**config.mk**
```make
export PLATFORM = sky130hd
export DESIGN_NAME = tlb_port_arbiter_flat
export DESIGN_NICKNAME = d
export VERILOG_FILES = /design/src/rtl/tlb_port_arbiter_if.sv /design/src/rtl/tlb_port_arbiter.sv /design/src/flat_wrapper.sv
export SDC_FILE = /design/constraint.sdc
export NUM_CORES = 1
export LEC_CHECK = 0
export ABC_AREA = 1
export CORE_MARGIN = 2
export CORE_UTILIZATION = 38
export DETAILED_ROUTE_END_ITERATION = 8
export PLACE_DENSITY = 0.79
export SYNTH_ARGS = -nofsm -noshare
export SYNTH_HDL_FRONTEND = slang
export SYNTH_SLANG_ARGS = --single-unit
export TNS_END_PERCENT = 10
```
**constraint.sdc**
```tcl
create_clock -name clk -period 2.25 [get_ports clk]
set_clock_uncertainty 0.15 [all_clocks]
set_input_delay 0.45 -clock clk [delete_from_list [all_inputs] [get_ports clk]]
set_output_delay 0.45 -clock clk [all_outputs]
set_load 0.02 [all_outputs]
```
**src/rtl/tlb_port_arbiter_if.sv**
```systemverilog
// Pipeline-side and tlb-side signals of the TLB port arbiter.
// slave = arbiter view, master = surrounding pipeline/tlb view.
interface tlb_port_arbiter_if #(
    parameter int unsigned IDXW = 4
);
    localparam int unsigned VPNW = 19;
    localparam int unsigned PFNW = 20;
    localparam int unsigned CDVW = 5;
    localparam int unsigned ASIDW = 8;

    logic             if_req;
    logic [VPNW-1:0]  if_vpn2;
    logic             if_odd;
    logic             if_grant;
    logic             mem_req;
    logic [VPNW-1:0]  mem_vpn2;
    logic             mem_odd;
    logic             mem_grant;
    logic [ASIDW-1:0] asid;
    logic             res_valid;
    logic             res_owner;
    logic             res_found;
    logic [PFNW-1:0]  res_pfn;
    logic [CDVW-1:0]  res_cdv;
    logic             cancel;
    logic             op_valid;
    logic [1:0]       op_type;
    logic [VPNW-1:0]  op_vpn2;
    logic             op_ready;
    logic             op_done;
    logic             op_found;
    logic [IDXW-1:0]  op_index;
    logic             refetch_req;
    logic [VPNW-1:0]  s_vpn2;
    logic             s_odd;
    logic [ASIDW-1:0] s_asid;
    logic             s_found;
    logic [IDXW-1:0]  s_index;
    logic [PFNW-1:0]  s_pfn;
    logic [CDVW-1:0]  s_cdv;
    logic             tlb_we;
    logic             tlbr_en;

    modport slave (
        input  if_req, if_vpn2, if_odd, mem_req, mem_vpn2, mem_odd, asid, cancel,
        input  op_valid, op_type, op_vpn2, s_found, s_index, s_pfn, s_cdv,
        output if_grant, mem_grant, res_valid, res_owner, res_found, res_pfn, res_cdv,
        output op_ready, op_done, op_found, op_index, refetch_req,
        output s_vpn2, s_odd, s_asid, tlb_we, tlbr_en
    );

    modport master (
        output if_req, if_vpn2, if_odd, mem_req, mem_vpn2, mem_odd, asid, cancel,
        output op_valid, op_type, op_vpn2, s_found, s_index, s_pfn, s_cdv,
        input  if_grant, mem_grant, res_valid, res_owner, res_found, res_pfn, res_cdv,
        input  op_ready, op_done, op_found, op_index, refetch_req,
        input  s_vpn2, s_odd, s_asid, tlb_we, tlbr_en
    );
endinterface

```
**src/rtl/tlb_port_arbiter.sv**
```systemverilog
// Serialises IF/MEM lookups and CP0 maintenance ops onto the single TLB search port,
// keeping searches away from a TLBWI until the write is visible.
module tlb_port_arbiter #(
    parameter int unsigned TLBNUM     = 16,
    parameter int unsigned IDXW       = $clog2(TLBNUM),
    parameter int unsigned STARVE_MAX = 4
) (
    input logic               clk,
    input logic               reset,
    tlb_port_arbiter_if.slave bus
);
    localparam int unsigned VPNW  = 19;
    localparam int unsigned PFNW  = 20;
    localparam int unsigned CDVW  = 5;
    localparam int unsigned ASIDW = 8;
    localparam int unsigned CNTW  = $clog2(STARVE_MAX + 1);

    localparam logic [2:0] IDLE     = 3'd0;
    localparam logic [2:0] OP_P     = 3'd1;
    localparam logic [2:0] OP_R     = 3'd2;
    localparam logic [2:0] OP_W     = 3'd3;
    localparam logic [2:0] OP_FLUSH = 3'd4;

    localparam logic [1:0] T_NOP   = 2'b00;
    localparam logic [1:0] T_TLBP  = 2'b01;
    localparam logic [1:0] T_TLBR  = 2'b10;
    localparam logic [1:0] T_TLBWI = 2'b11;

    logic [2:0]       state, next_state;
    logic [CNTW-1:0]  starve_cnt;
    logic             if_grant_c, mem_grant_c, op_ready_c;
    logic [VPNW-1:0]  s_vpn2_c;
    logic             s_odd_c;
    logic [ASIDW-1:0] s_asid_c;
    logic [VPNW-1:0]  op_vpn2_q;

    logic             res_valid_q, res_owner_q, res_found_q;
    logic [PFNW-1:0]  res_pfn_q;
    logic [CDVW-1:0]  res_cdv_q;
    logic             op_done_q, op_found_q, refetch_q, tlb_we_q, tlbr_en_q;
    logic [IDXW-1:0]  op_index_q;
    logic             if_starved;

    assign if_starved = bus.if_req && (starve_cnt == CNTW'(STARVE_MAX));

    // State register
    always_ff @(posedge clk) begin
        if (reset) state <= IDLE;
        else       state <= next_state;
    end

    // Next state, arbitration and search-port steering
    always_comb begin
        next_state  = state;
        if_grant_c  = 1'b0;
        mem_grant_c = 1'b0;
        op_ready_c  = 1'b0;
        s_vpn2_c    = '0;
        s_odd_c     = 1'b0;
        s_asid_c    = '0;
        case (state)
            IDLE: begin
                if (bus.op_valid) begin
                    op_ready_c = 1'b1;
                    case (bus.op_type)
                        T_TLBP:  next_state = OP_P;
                        T_TLBR:  next_state = OP_R;
                        T_TLBWI: next_state = OP_W;
                        default: next_state = IDLE;
                    endcase
                end else if (bus.mem_req && !if_starved) begin
                    mem_grant_c = 1'b1;
                    s_vpn2_c    = bus.mem_vpn2;
                    s_odd_c     = bus.mem_odd;
                    s_asid_c    = bus.asid;
                end else if (bus.if_req) begin
                    if_grant_c = 1'b1;
                    s_vpn2_c   = bus.if_vpn2;
                    s_odd_c    = bus.if_odd;
                    s_asid_c   = bus.asid;
                end
            end
            OP_P: begin
                s_vpn2_c   = op_vpn2_q;
                s_asid_c   = bus.asid;
                next_state = IDLE;
            end
            OP_R:     next_state = IDLE;
            OP_W:     next_state = OP_FLUSH;
            OP_FLUSH: next_state = IDLE;
            default:  next_state = IDLE;
        endcase
    end

    // IF starvation counter, saturating at STARVE_MAX
    always_ff @(posedge clk) begin
        if (reset) begin
            starve_cnt <= '0;
        end else if (bus.if_req && !if_grant_c) begin
            if (starve_cnt != CNTW'(STARVE_MAX)) starve_cnt <= starve_cnt + CNTW'(1);
        end else begin
            starve_cnt <= '0;
        end
    end

    // Lookup result capture at the grant edge
    always_ff @(posedge clk) begin
        if (reset) begin
            res_valid_q <= 1'b0;
            res_owner_q <= 1'b0;
            res_found_q <= 1'b0;
            res_pfn_q   <= '0;
            res_cdv_q   <= '0;
        end else begin
            res_valid_q <= (if_grant_c || mem_grant_c) && !bus.cancel;
            if (if_grant_c || mem_grant_c) begin
                res_owner_q <= mem_grant_c;
                res_found_q <= bus.s_found;
                res_pfn_q   <= bus.s_pfn;
                res_cdv_q   <= bus.s_cdv;
            end
        end
    end

    // Maintenance-op strobes and TLBP result; strobes land one cycle after their trigger
    always_ff @(posedge clk) begin
        if (reset) begin
            op_vpn2_q  <= '0;
            op_done_q  <= 1'b0;
            op_found_q <= 1'b0;
            op_index_q <= '0;
            refetch_q  <= 1'b0;
            tlb_we_q   <= 1'b0;
            tlbr_en_q  <= 1'b0;
        end else begin
            if (op_ready_c) op_vpn2_q <= bus.op_vpn2;
            op_done_q <= (state == OP_P) || (state == OP_R) || (state == OP_W) ||
                         (op_ready_c && (bus.op_type == T_NOP));
            refetch_q <= (state == OP_W);
            tlb_we_q  <= op_ready_c && (bus.op_type == T_TLBWI);
            tlbr_en_q <= op_ready_c && (bus.op_type == T_TLBR);
            if (state == OP_P) begin
                op_found_q <= bus.s_found;
                op_index_q <= bus.s_index;
            end
        end
    end

    assign bus.if_grant    = if_grant_c;
    assign bus.mem_grant   = mem_grant_c;
    assign bus.op_ready    = op_ready_c;
    assign bus.s_vpn2      = s_vpn2_c;
    assign bus.s_odd       = s_odd_c;
    assign bus.s_asid      = s_asid_c;
    assign bus.res_valid   = res_valid_q;
    assign bus.res_owner   = res_owner_q;
    assign bus.res_found   = res_found_q;
    assign bus.res_pfn     = res_pfn_q;
    assign bus.res_cdv     = res_cdv_q;
    assign bus.op_done     = op_done_q;
    assign bus.op_found    = op_found_q;
    assign bus.op_index    = op_index_q;
    assign bus.refetch_req = refetch_q;
    assign bus.tlb_we      = tlb_we_q;
    assign bus.tlbr_en     = tlbr_en_q;
endmodule

```
**src/flat_wrapper.sv**
```systemverilog
// flat-port wrapper written by rule: the top's interface ports become plain ports
module tlb_port_arbiter_flat 
#(
    parameter int unsigned TLBNUM     = 16,
    parameter int unsigned IDXW       = $clog2(TLBNUM),
    parameter int unsigned STARVE_MAX = 4
)
  (clk, reset, bus_if_req, bus_if_vpn2, bus_if_odd, bus_mem_req, bus_mem_vpn2, bus_mem_odd, bus_asid, bus_cancel, bus_op_valid, bus_op_type, bus_op_vpn2, bus_s_found, bus_s_index, bus_s_pfn, bus_s_cdv, bus_if_grant, bus_mem_grant, bus_res_valid, bus_res_owner, bus_res_found, bus_res_pfn, bus_res_cdv, bus_op_ready, bus_op_done, bus_op_found, bus_op_index, bus_refetch_req, bus_s_vpn2, bus_s_odd, bus_s_asid, bus_tlb_we, bus_tlbr_en);
  tlb_port_arbiter_if #(.IDXW(IDXW)) bus_i ();
  input logic clk;
  input logic reset;
  input wire logic [$bits(bus_i.if_req)-1:0] bus_if_req;
  input wire logic [$bits(bus_i.if_vpn2)-1:0] bus_if_vpn2;
  input wire logic [$bits(bus_i.if_odd)-1:0] bus_if_odd;
  input wire logic [$bits(bus_i.mem_req)-1:0] bus_mem_req;
  input wire logic [$bits(bus_i.mem_vpn2)-1:0] bus_mem_vpn2;
  input wire logic [$bits(bus_i.mem_odd)-1:0] bus_mem_odd;
  input wire logic [$bits(bus_i.asid)-1:0] bus_asid;
  input wire logic [$bits(bus_i.cancel)-1:0] bus_cancel;
  input wire logic [$bits(bus_i.op_valid)-1:0] bus_op_valid;
  input wire logic [$bits(bus_i.op_type)-1:0] bus_op_type;
  input wire logic [$bits(bus_i.op_vpn2)-1:0] bus_op_vpn2;
  input wire logic [$bits(bus_i.s_found)-1:0] bus_s_found;
  input wire logic [$bits(bus_i.s_index)-1:0] bus_s_index;
  input wire logic [$bits(bus_i.s_pfn)-1:0] bus_s_pfn;
  input wire logic [$bits(bus_i.s_cdv)-1:0] bus_s_cdv;
  output wire logic [$bits(bus_i.if_grant)-1:0] bus_if_grant;
  output wire logic [$bits(bus_i.mem_grant)-1:0] bus_mem_grant;
  output wire logic [$bits(bus_i.res_valid)-1:0] bus_res_valid;
  output wire logic [$bits(bus_i.res_owner)-1:0] bus_res_owner;
  output wire logic [$bits(bus_i.res_found)-1:0] bus_res_found;
  output wire logic [$bits(bus_i.res_pfn)-1:0] bus_res_pfn;
  output wire logic [$bits(bus_i.res_cdv)-1:0] bus_res_cdv;
  output wire logic [$bits(bus_i.op_ready)-1:0] bus_op_ready;
  output wire logic [$bits(bus_i.op_done)-1:0] bus_op_done;
  output wire logic [$bits(bus_i.op_found)-1:0] bus_op_found;
  output wire logic [$bits(bus_i.op_index)-1:0] bus_op_index;
  output wire logic [$bits(bus_i.refetch_req)-1:0] bus_refetch_req;
  output wire logic [$bits(bus_i.s_vpn2)-1:0] bus_s_vpn2;
  output wire logic [$bits(bus_i.s_odd)-1:0] bus_s_odd;
  output wire logic [$bits(bus_i.s_asid)-1:0] bus_s_asid;
  output wire logic [$bits(bus_i.tlb_we)-1:0] bus_tlb_we;
  output wire logic [$bits(bus_i.tlbr_en)-1:0] bus_tlbr_en;
  assign bus_i.if_req = bus_if_req;
  assign bus_i.if_vpn2 = bus_if_vpn2;
  assign bus_i.if_odd = bus_if_odd;
  assign bus_i.mem_req = bus_mem_req;
  assign bus_i.mem_vpn2 = bus_mem_vpn2;
  assign bus_i.mem_odd = bus_mem_odd;
  assign bus_i.asid = bus_asid;
  assign bus_i.cancel = bus_cancel;
  assign bus_i.op_valid = bus_op_valid;
  assign bus_i.op_type = bus_op_type;
  assign bus_i.op_vpn2 = bus_op_vpn2;
  assign bus_i.s_found = bus_s_found;
  assign bus_i.s_index = bus_s_index;
  assign bus_i.s_pfn = bus_s_pfn;
  assign bus_i.s_cdv = bus_s_cdv;
  assign bus_if_grant = bus_i.if_grant;
  assign bus_mem_grant = bus_i.mem_grant;
  assign bus_res_valid = bus_i.res_valid;
  assign bus_res_owner = bus_i.res_owner;
  assign bus_res_found = bus_i.res_found;
  assign bus_res_pfn = bus_i.res_pfn;
  assign bus_res_cdv = bus_i.res_cdv;
  assign bus_op_ready = bus_i.op_ready;
  assign bus_op_done = bus_i.op_done;
  assign bus_op_found = bus_i.op_found;
  assign bus_op_index = bus_i.op_index;
  assign bus_refetch_req = bus_i.refetch_req;
  assign bus_s_vpn2 = bus_i.s_vpn2;
  assign bus_s_odd = bus_i.s_odd;
  assign bus_s_asid = bus_i.s_asid;
  assign bus_tlb_we = bus_i.tlb_we;
  assign bus_tlbr_en = bus_i.tlbr_en;
  tlb_port_arbiter #(.TLBNUM(TLBNUM), .IDXW(IDXW), .STARVE_MAX(STARVE_MAX)) u_core (.clk(clk), .reset(reset), .bus(bus_i));
endmodule
```
* After elaboration in Yosys (flattened, before gate mapping) *
Index checks and enable logic that the tools add are counted.

operators by class
  add/sub/neg operators = 1
  equality and inequality tests = 9
  muxes and demuxes = 24
  bitwise gates (word level) = 1
  reduce and logical (&&, ||, !) cells = 17

operators with widths
  operator                                                         number
  19-bit 2-to-1 mux                                                3
  19-bit one-hot mux with 2 select lines                           1
  8-bit 2-to-1 mux                                                 3
  8-bit one-hot mux with 2 select lines                            1
  1-bit 2-to-1 mux                                                 13
  1-bit logical AND                                                7
  3-bit by 2-bit == test with 1-bit output, second input constant  2
  2-bit one-hot mux with 3 select lines                            1
  3-bit one-hot mux with 2 select lines                            1
  2-bit == test, second input constant                             2
  1-bit logical OR                                                 4
  3-bit by 1-bit adder with 3-bit output, second input constant    1
  3-bit by 1-bit == test with 1-bit output, second input constant  1
  3-bit == test, second input constant                             1
  1-bit logical NOT                                                3
  3-bit logical NOT                                                1
  3-bit 2-to-1 mux                                                 1
  3-bit inequality test, second input constant                     1
  2-bit by 1-bit == test with 1-bit output, second input constant  1
  2-bit logical NOT                                                1
  2-bit inequality test, second input constant                     1
  2-bit OR reduction                                               1
  1-bit NOT                                                        1

storage, ports and cells
  register bits after elaboration = 62
  output and inout port bits = 68
  logic and storage cells = 66

* Longest topological paths before layout *
Gate-level depths: netlist (run 1).

  depth after elaboration = 11
  depth in mapped cells = 9
  gate-level depth less buffers = 8

* Worst setup path before layout (run 1) *
Ideal clock, no wire load.

  path kind = in2out
  from = input bus_op_valid
  to = output bus_s_asid[0]
  arrival = 1390 ps
  data required time = 1650 ps
  setup slack = 260 ps
  stages = 4
  path buffers = 1
  cell sequence = inv_1 > nand4_4 > buf_6 > a21boi_0

on the way
  word-level cells in the longest chain between the ends = 2

ends and longest elaborated chain
  element                                line                    RTL
  start: declaration                     flat_wrapper.sv:20      input wire logic [$bits(bus_i.op_valid)-1:0] bus_op_valid;
  8-bit 2-to-1 mux                       tlb_port_arbiter.sv:63  if (bus.op_valid) begin
  8-bit one-hot mux with 2 select lines  tlb_port_arbiter.sv:61  case (state)
  end: declaration                       flat_wrapper.sv:41      output wire logic [$bits(bus_i.s_asid)-1:0] bus_s_asid;

Every way passes these cells.

* Worst setup path after layout (run 1) *
  from = register u_core.starve_cnt[0]
  to = output bus_s_vpn2[2]

on the way
  word-level cells in the longest chain between the ends = 7

ends and longest elaborated chain
  element                                 line                     RTL
  start: declaration                      tlb_port_arbiter.sv:30   logic [CNTW-1:0] starve_cnt;
  start signal: assignment                tlb_port_arbiter.sv:100  if (starve_cnt != CNTW'(STARVE_MAX)) starve_cnt <= starve_cnt + CNTW'(1);
  3-bit == test                           tlb_port_arbiter.sv:44   assign if_starved = bus.if_req && (starve_cnt == CNTW'(STARVE_MAX));
  1-bit logical AND                       tlb_port_arbiter.sv:44
  1-bit logical NOT                       tlb_port_arbiter.sv:71   end else if (bus.mem_req && !if_starved) begin
  1-bit logical AND                       tlb_port_arbiter.sv:71
  19-bit 2-to-1 mux                       tlb_port_arbiter.sv:71
  19-bit 2-to-1 mux                       tlb_port_arbiter.sv:63
  19-bit one-hot mux with 2 select lines  tlb_port_arbiter.sv:61
  end: declaration                        flat_wrapper.sv:39       output wire logic [$bits(bus_i.s_vpn2)-1:0] bus_s_vpn2;

Every way passes these cells.

==> results of run 1 <==
[final cells by class]
cell class                 count  share of cell area, %
inverter                      41                   2.99
sequential                    62                   23.8
multi-input combinational    300                   29.1
timing repair buffer         205                   38.3
tap                           99                   2.37
clock inverter                 5                  0.957
clock buffer                  11                   2.51
[cell families (layout without fill, tap and decap cells)]
family / Yosys count / count (layout) / share of synthesized area [%]
AOI/OAI and AO/OA: 38 / 38 / 7.33
xor gates and xnor gates: 1 / 1 / 0.302
adders and majority gates: 2 / 2 / 0.862
buffers and inverters: 66 / 262 / 11.1
DFF: 62 / 62 / 42.8
and+or+nand+nor: 259 / 259 / 37.6
[metal layers]
| metal | share of wire (%) | vias to the layer above |
|---|---|---|
| met1 | 39 | 1511 |
| li1 | - | 1704 |
| met3 | 4.8 | 24 |
| met5 | 0 | - |
| met2 | 54 | 102 |
| met4 | 2.8 | 0 |
[repair_timing]
action / in CTS / in global routing
gates cloned: 3 / 0
pin swaps: 9 / 10
gates resized for setup: 174 / 41
setup endpoints to repair: 31 / 28
setup buffers: 8 / 2
[state kept, by name (all words and copies together), names as in the netlist]
name / flops
u_core.bus.res_found: 1
u_core.op_vpn2_q: 19
u_core.starve_cnt: 3
u_core.bus.tlb_we: 1
u_core.bus.res_owner: 1
u_core.bus.op_found: 1
u_core.bus.refetch_req: 1
u_core.bus.res_cdv: 5
u_core.bus.tlbr_en: 1
u_core.state: 3
u_core.bus.res_valid: 1
u_core.bus.res_pfn: 20
u_core.bus.op_done: 1
u_core.bus.op_index: 4
[worst max-delay path, stage by stage, from the launching register on]
cell and delay [ps]:
dfxtp_2 320, inv_2 70, ha_4 170, nand2_4 60, a21oi_4 160, buf_6 130
buf_6 120, nand3_1 100, nand3_2 90, buf_6 110
[placed cells by master (no fill, tap or decap)]
cell / instances
clkdlybuf4s50_1: 138
clkinv_2: 4
a21boi_0: 2
nand2_4: 3
nand3_1: 19
nand2_1: 130
buf_12: 4
o21ai_0: 7
nand2_2: 7
clkbuf_1: 2
dlygate4sd2_1: 4
nor2_1: 68
nand3_4: 3
bufinv_16: 1
inv_4: 1
inv_1: 35
nor3_1: 4
ha_4: 1
buf_8: 1
o21bai_1: 1
nand3_2: 21
nand3b_1: 1
buf_6: 22
nand4_4: 1
nor2_4: 2
ha_1: 1
a21oi_4: 1
dfxtp_2: 2
clkbuf_2: 2
buf_2: 8
dfxtp_1: 60
inv_2: 5
a21oi_1: 21
buf_4: 26
a21boi_1: 6
clkbuf_8: 9
xor2_1: 1
[metrics by stage]
stage / cell area, sq um / total power (uW) / hold slack, ps / setup TNS, ps
final: 5230 / 2950 / 315 / -37.6
after global routing: 5230 / 3110 / 331 / -1250
after CTS: 5140 / 2960 / 315 / -241
after detailed placement: 4760 / 2010 / 306 / -15340
after global placement: 4760 / 1990 / 304 / -15200
after floorplan: 2900 / 1600 / 295 / 0
[report_power, final]
part,total (uW),switching [uW],internal [uW]
clock,906,402,505
combinational,832,399,433
sequential,1210,37.5,1170
total,2950,839,2110
[worst max-delay path by stage]
stage / startpoint / to / slack (ps)
after floorplan: bus_op_valid / bus_s_asid[0] / 260
after global placement: bus_if_req / bus_s_vpn2[18] / -540
after detailed placement: bus_if_req / bus_s_vpn2[0] / -550
after CTS: u_core.starve_cnt[1] / bus_s_vpn2[2] / -30
after global routing: u_core.starve_cnt[0] / bus_s_vpn2[16] / -90
final: u_core.starve_cnt[0] / bus_s_vpn2[2] / -10
==> impl_metrics.env, run 1 <==
export IMPL_nNetsFinal=726
export IMPL_synthTopCellsByCount="nand2_1 (138), nor2_1 (68), dfxtp_1 (62), nand3_1 (40), inv_1 (38)"
export IMPL_drt_total_wl_mm=9.65
export IMPL_synthDistinctLibCells=24
export IMPL_r2r_start="u_core.state[1]"
export IMPL_clock_sinks=62
export IMPL_hold_class="reg2reg"
export IMPL_drtIter0Drc=126
export IMPL_core_area_sq_um=7330
export IMPL_port_buffer_count=172
export IMPL_slew_headroom_pct=65.3
export IMPL_initial_core_util_pct=39.6
export IMPL_synth_warning_count=0
export IMPL_antenna_found_initial=0
export IMPL_syn_area_sq_um=2900
export IMPL_r2r_end="u_core.bus.res_pfn[12]"
export IMPL_busiest_layer="met2"
export IMPL_r2r_cells=7
export IMPL_synthFlopType="dfxtp_1"
export IMPL_first_pass_iters=4
export IMPL_dp_hpwl_mm=6.78
export IMPL_cts_hold_buf=0
export IMPL_grt_pass1_wl_mm=15.6
export IMPL_drc=0
export IMPL_fp_dieW_microns=91.4
export IMPL_synthArstFlopShare_pct=0
export IMPL_utilization_pct=71.3
export IMPL_cts_tree="done"
export IMPL_status="finished with violations"
export IMPL_clock_latency_ps=320
export IMPL_grt_pass1_vias=3342
export IMPL_syn_inst=428
export IMPL_final_antenna_net_count=0
export IMPL_wl_per_cell_microns=13.3
export IMPL_holdPathEnd="u_core.op_vpn2_q[4]"
export IMPL_met3_usage_pct=3.73
export IMPL_yosysMostFrequentCell="nand2_1"
export IMPL_synth_seq_area_share_pct=42.8
export IMPL_root_buffer="clkbuf_8"
export IMPL_syn_to_final_growth_pct=80.2
export IMPL_cp_arrival_ps=1660
export IMPL_yosysTopAreaCell="dfxtp_1"
export IMPL_gr_usage_met1_pct=25.8
export IMPL_synth_area_leaders="dfxtp_1 (43%), nand2_1 (18%), nor2_1 (8.8%), nand3_1 (6.9%), inv_1 (4.9%)"
export IMPL_clk_pin_slew_ps=60
export IMPL_track_usage_pct=23.3
export IMPL_critPathRequiredTime_ps=1650
export IMPL_dp_cells=695
export IMPL_synth_seq_cells=62
export IMPL_die_h_microns=91.4
export IMPL_fmax_mhz=442
export IMPL_finalCritPeriodShare_pct=101
export IMPL_numCtsBuffers=9
export IMPL_multi_input_area_sq_um=1520
export IMPL_failed_checks="negative setup slack"
export IMPL_cp_start_kind="flip-flop"
export IMPL_setup_ws_ps=-11.7
export IMPL_r2r_slack_ps=540
export IMPL_overflow=0
export IMPL_grt_use_met2_pct=42.8
export IMPL_clk_path_buf_depth=2
export IMPL_synth_top_area_share_pct=42.8
export IMPL_diodes=0
export IMPL_power_density_nw_per_um2=564
export IMPL_hold_violations=0
export IMPL_synth_edf_count=0
export IMPL_hold_path_depth=2
export IMPL_grt_max_degree=55
export IMPL_final_cells=723
export IMPL_cp_max_fo=5
export IMPL_vias_per_cell=4.62
export IMPL_nFillCells=569
export IMPL_worst_pin_slew_ps=521
export IMPL_p_leak_uw=0.00240
export IMPL_vdd_drop_max_mv=0.305
export IMPL_ff_latch_area_sq_um=1240
export IMPL_maxCapViolCount=0
export IMPL_dp_slack_ps=-549
export IMPL_endpoint_kind="output port"
export IMPL_grt_setup_unrepaired="true"
export IMPL_place_gp_congestion=0.811
export IMPL_avgSynthCellArea_sq_um=6.78
export IMPL_drive_gt1_share_pct=19.9
export IMPL_rows=31
export IMPL_hold_path_startpoint="u_core.op_vpn2_q[4]"
export IMPL_syn_nets=535
export IMPL_path_class="reg2out"
export IMPL_setup_violations=6
export IMPL_dieArea_sq_um=8350
export IMPL_vias=3341
export IMPL_finalMaxSlewViolations=0
export IMPL_layout_min_cycle_time_ps=2260
export IMPL_pin_count=173
export IMPL_cts_htree_levels=3
Note: power is estimated with default switching activity, not from simulation.
==> inputs of run 2 (changes only) <==
--- a/config.mk
+++ b/config.mk
@@ -9,7 +9,7 @@
 export CORE_MARGIN = 2
 export CORE_UTILIZATION = 38
 export DETAILED_ROUTE_END_ITERATION = 8
-export PLACE_DENSITY = 0.79
+export PLACE_DENSITY = 0.85
 export SYNTH_ARGS = -nofsm -noshare
 export SYNTH_HDL_FRONTEND = slang
 export SYNTH_SLANG_ARGS = --single-unit
==> impl_metrics.env, run 2 (same netlist as run 1, synthesis figures left out) <==
export IMPL_tns_ps=-1120
export IMPL_layout_common_cells="clkdlybuf4s50_1 (138), nand2_1 (131), nor2_1 (68)"
export IMPL_syn_to_final_growth_pct=85.8
export IMPL_maxCapViolCount=0
export IMPL_hold_path_depth=2
export IMPL_cp_start_kind="flip-flop"
export IMPL_drt_total_wl_mm=10.3
export IMPL_rows=31
export IMPL_core_area_sq_um=7330
export IMPL_drtIter0Drc=150
export IMPL_critPathRequiredTime_ps=1650
export IMPL_finalMaxSlewViolations=0
export IMPL_timing_critical_path_buf_inv=4
export IMPL_drive_gt1_share_pct=22.6
export IMPL_slew_headroom_pct=67.4
export IMPL_critPathSlowestCell="dfxtp_2"
export IMPL_setup_violations=18
export IMPL_utilization_pct=73.6
export IMPL_path_class="reg2out"
export IMPL_root_buffer="clkbuf_8"
export IMPL_r2r_cells=8
export IMPL_drc=0
export IMPL_dp_cells=698
export IMPL_setup_ws_ps=-98.1
export IMPL_vdd_drop_max_mv=0.439
export IMPL_status="finished with violations"
export IMPL_worst_pin_slew_ps=489
export IMPL_grt_setup_unrepaired="true"
export IMPL_clk_pin_slew_ps=70
export IMPL_vias_per_cell=4.68
export IMPL_layout_min_cycle_time_ps=2350
export IMPL_vias=3403
export IMPL_fp_dieW_microns=91.4
export IMPL_cp_max_fo=5
export IMPL_cts_tree="done"
export IMPL_power_density_nw_per_um2=567
export IMPL_max_stage_delay_ps=320
export IMPL_port_buffer_count=172
export IMPL_path_delay_family="buffers and inverters"
export IMPL_path_depth=9
export IMPL_cts_htree_levels=3
export IMPL_initial_core_util_pct=39.6
export IMPL_failed_checks="negative setup slack"
export IMPL_fin_area_sq_um=5390
export IMPL_antenna_found_initial=0
export IMPL_p_leak_uw=0.00246
export IMPL_clock_latency_ps=330
export IMPL_endpoint_kind="output port"
export IMPL_final_antenna_net_count=0
export IMPL_power_uw=3060
export IMPL_final_cells=727
export IMPL_layout_commonest_cell="clkdlybuf4s50_1"
export IMPL_nFillCells=523
export IMPL_track_usage_pct=23.4
export IMPL_clock_sinks=62
export IMPL_nNetsFinal=730
export IMPL_grt_pass1_wl_mm=15.6
export IMPL_largest_reg_flops=20
export IMPL_wl_per_cell_microns=14.2
export IMPL_grt_pass1_vias=3305
export IMPL_post_dp_cell_area_sq_um=4800
export IMPL_diodes=0
export IMPL_hold_class="reg2reg"
export IMPL_dieArea_sq_um=8350
export IMPL_first_pass_iters=5
export IMPL_clk_path_buf_depth=2
export IMPL_cts_hold_buf=0
export IMPL_cp_arrival_ps=1750
export IMPL_finalCritPeriodShare_pct=104
export IMPL_path_cells="inv_2, ha_4, nand2_4, a21oi_4, buf_12, buf_12, nand3_2, nand3_2, buf_6"
export IMPL_hold_violations=0
export IMPL_numCtsBuffers=9
export IMPL_overflow=0
export IMPL_dp_hpwl_mm=6.61
export IMPL_die_h_microns=91.4
export IMPL_place_gp_congestion=0.879
export IMPL_pin_count=173
export IMPL_fmax_mhz=426
export IMPL_grt_max_degree=53
-- run 2: worst min-delay path: stages (launching register included) --
cell and delay (ps):
dfxtp_1 310, nand2_1 60, a21oi_1 50
-- run 2: metrics by stage --
stage / hold WS, ps / setup WS, ps
after floorplan: 295 / 260
after global placement: 302 / -601
after detailed placement: 306 / -620
after CTS: 316 / -50.7
after global routing: 339 / -146
final: 314 / -98.1
-- run 2: final cells by class --
cell class	instances	area, sq um	share of cell area (%)
clock buffer	12	155	2.88
clock inverter	4	45.0	0.835
timing repair buffer	209	2090	38.7
inverter	41	155	2.88
multi-input combinational	300	1580	29.3
sequential	62	1240	23.1
tap	99	124	2.30
-- run 2: worst paths after layout --
kind / start / to / slack [ps]
min reg2reg: u_core.bus.res_owner / u_core.bus.res_owner / 310
min: u_core.bus.res_owner / u_core.bus.res_owner / 310
max: u_core.starve_cnt[0] / bus_s_vpn2[9] / -100
max reg2reg: u_core.state[0] / u_core.bus.res_pfn[10] / 480
-- run 2: power breakdown --
group | leakage, uW | internal, uW | switching [uW]
Sequential | 0.000511 | 1170 | 37.2
Combinational | 0.00184 | 450 | 417
Clock | 0.000106 | 567 | 416
Total | 0.00246 | 2190 | 870
-- run 2: layer usage --
layer / up-vias / wire (microns) / global-route usage (%)
li1: 1707 / - / -
met1: 1524 / 3690 / 24.5
met2: 141 / 5610 / 41.9
met3: 31 / 673 / 6.97
met4: 0 / 342 / 12.1
met5: - / 0 / 0
-- run 2: timing repair --
action / CTS / global route
gates resized for setup: 187 / 52
buffers inserted: 6 / 4
setup endpoints to repair: 31 / 29
gates cloned: 4 / 0
pin swaps: 5 / 10
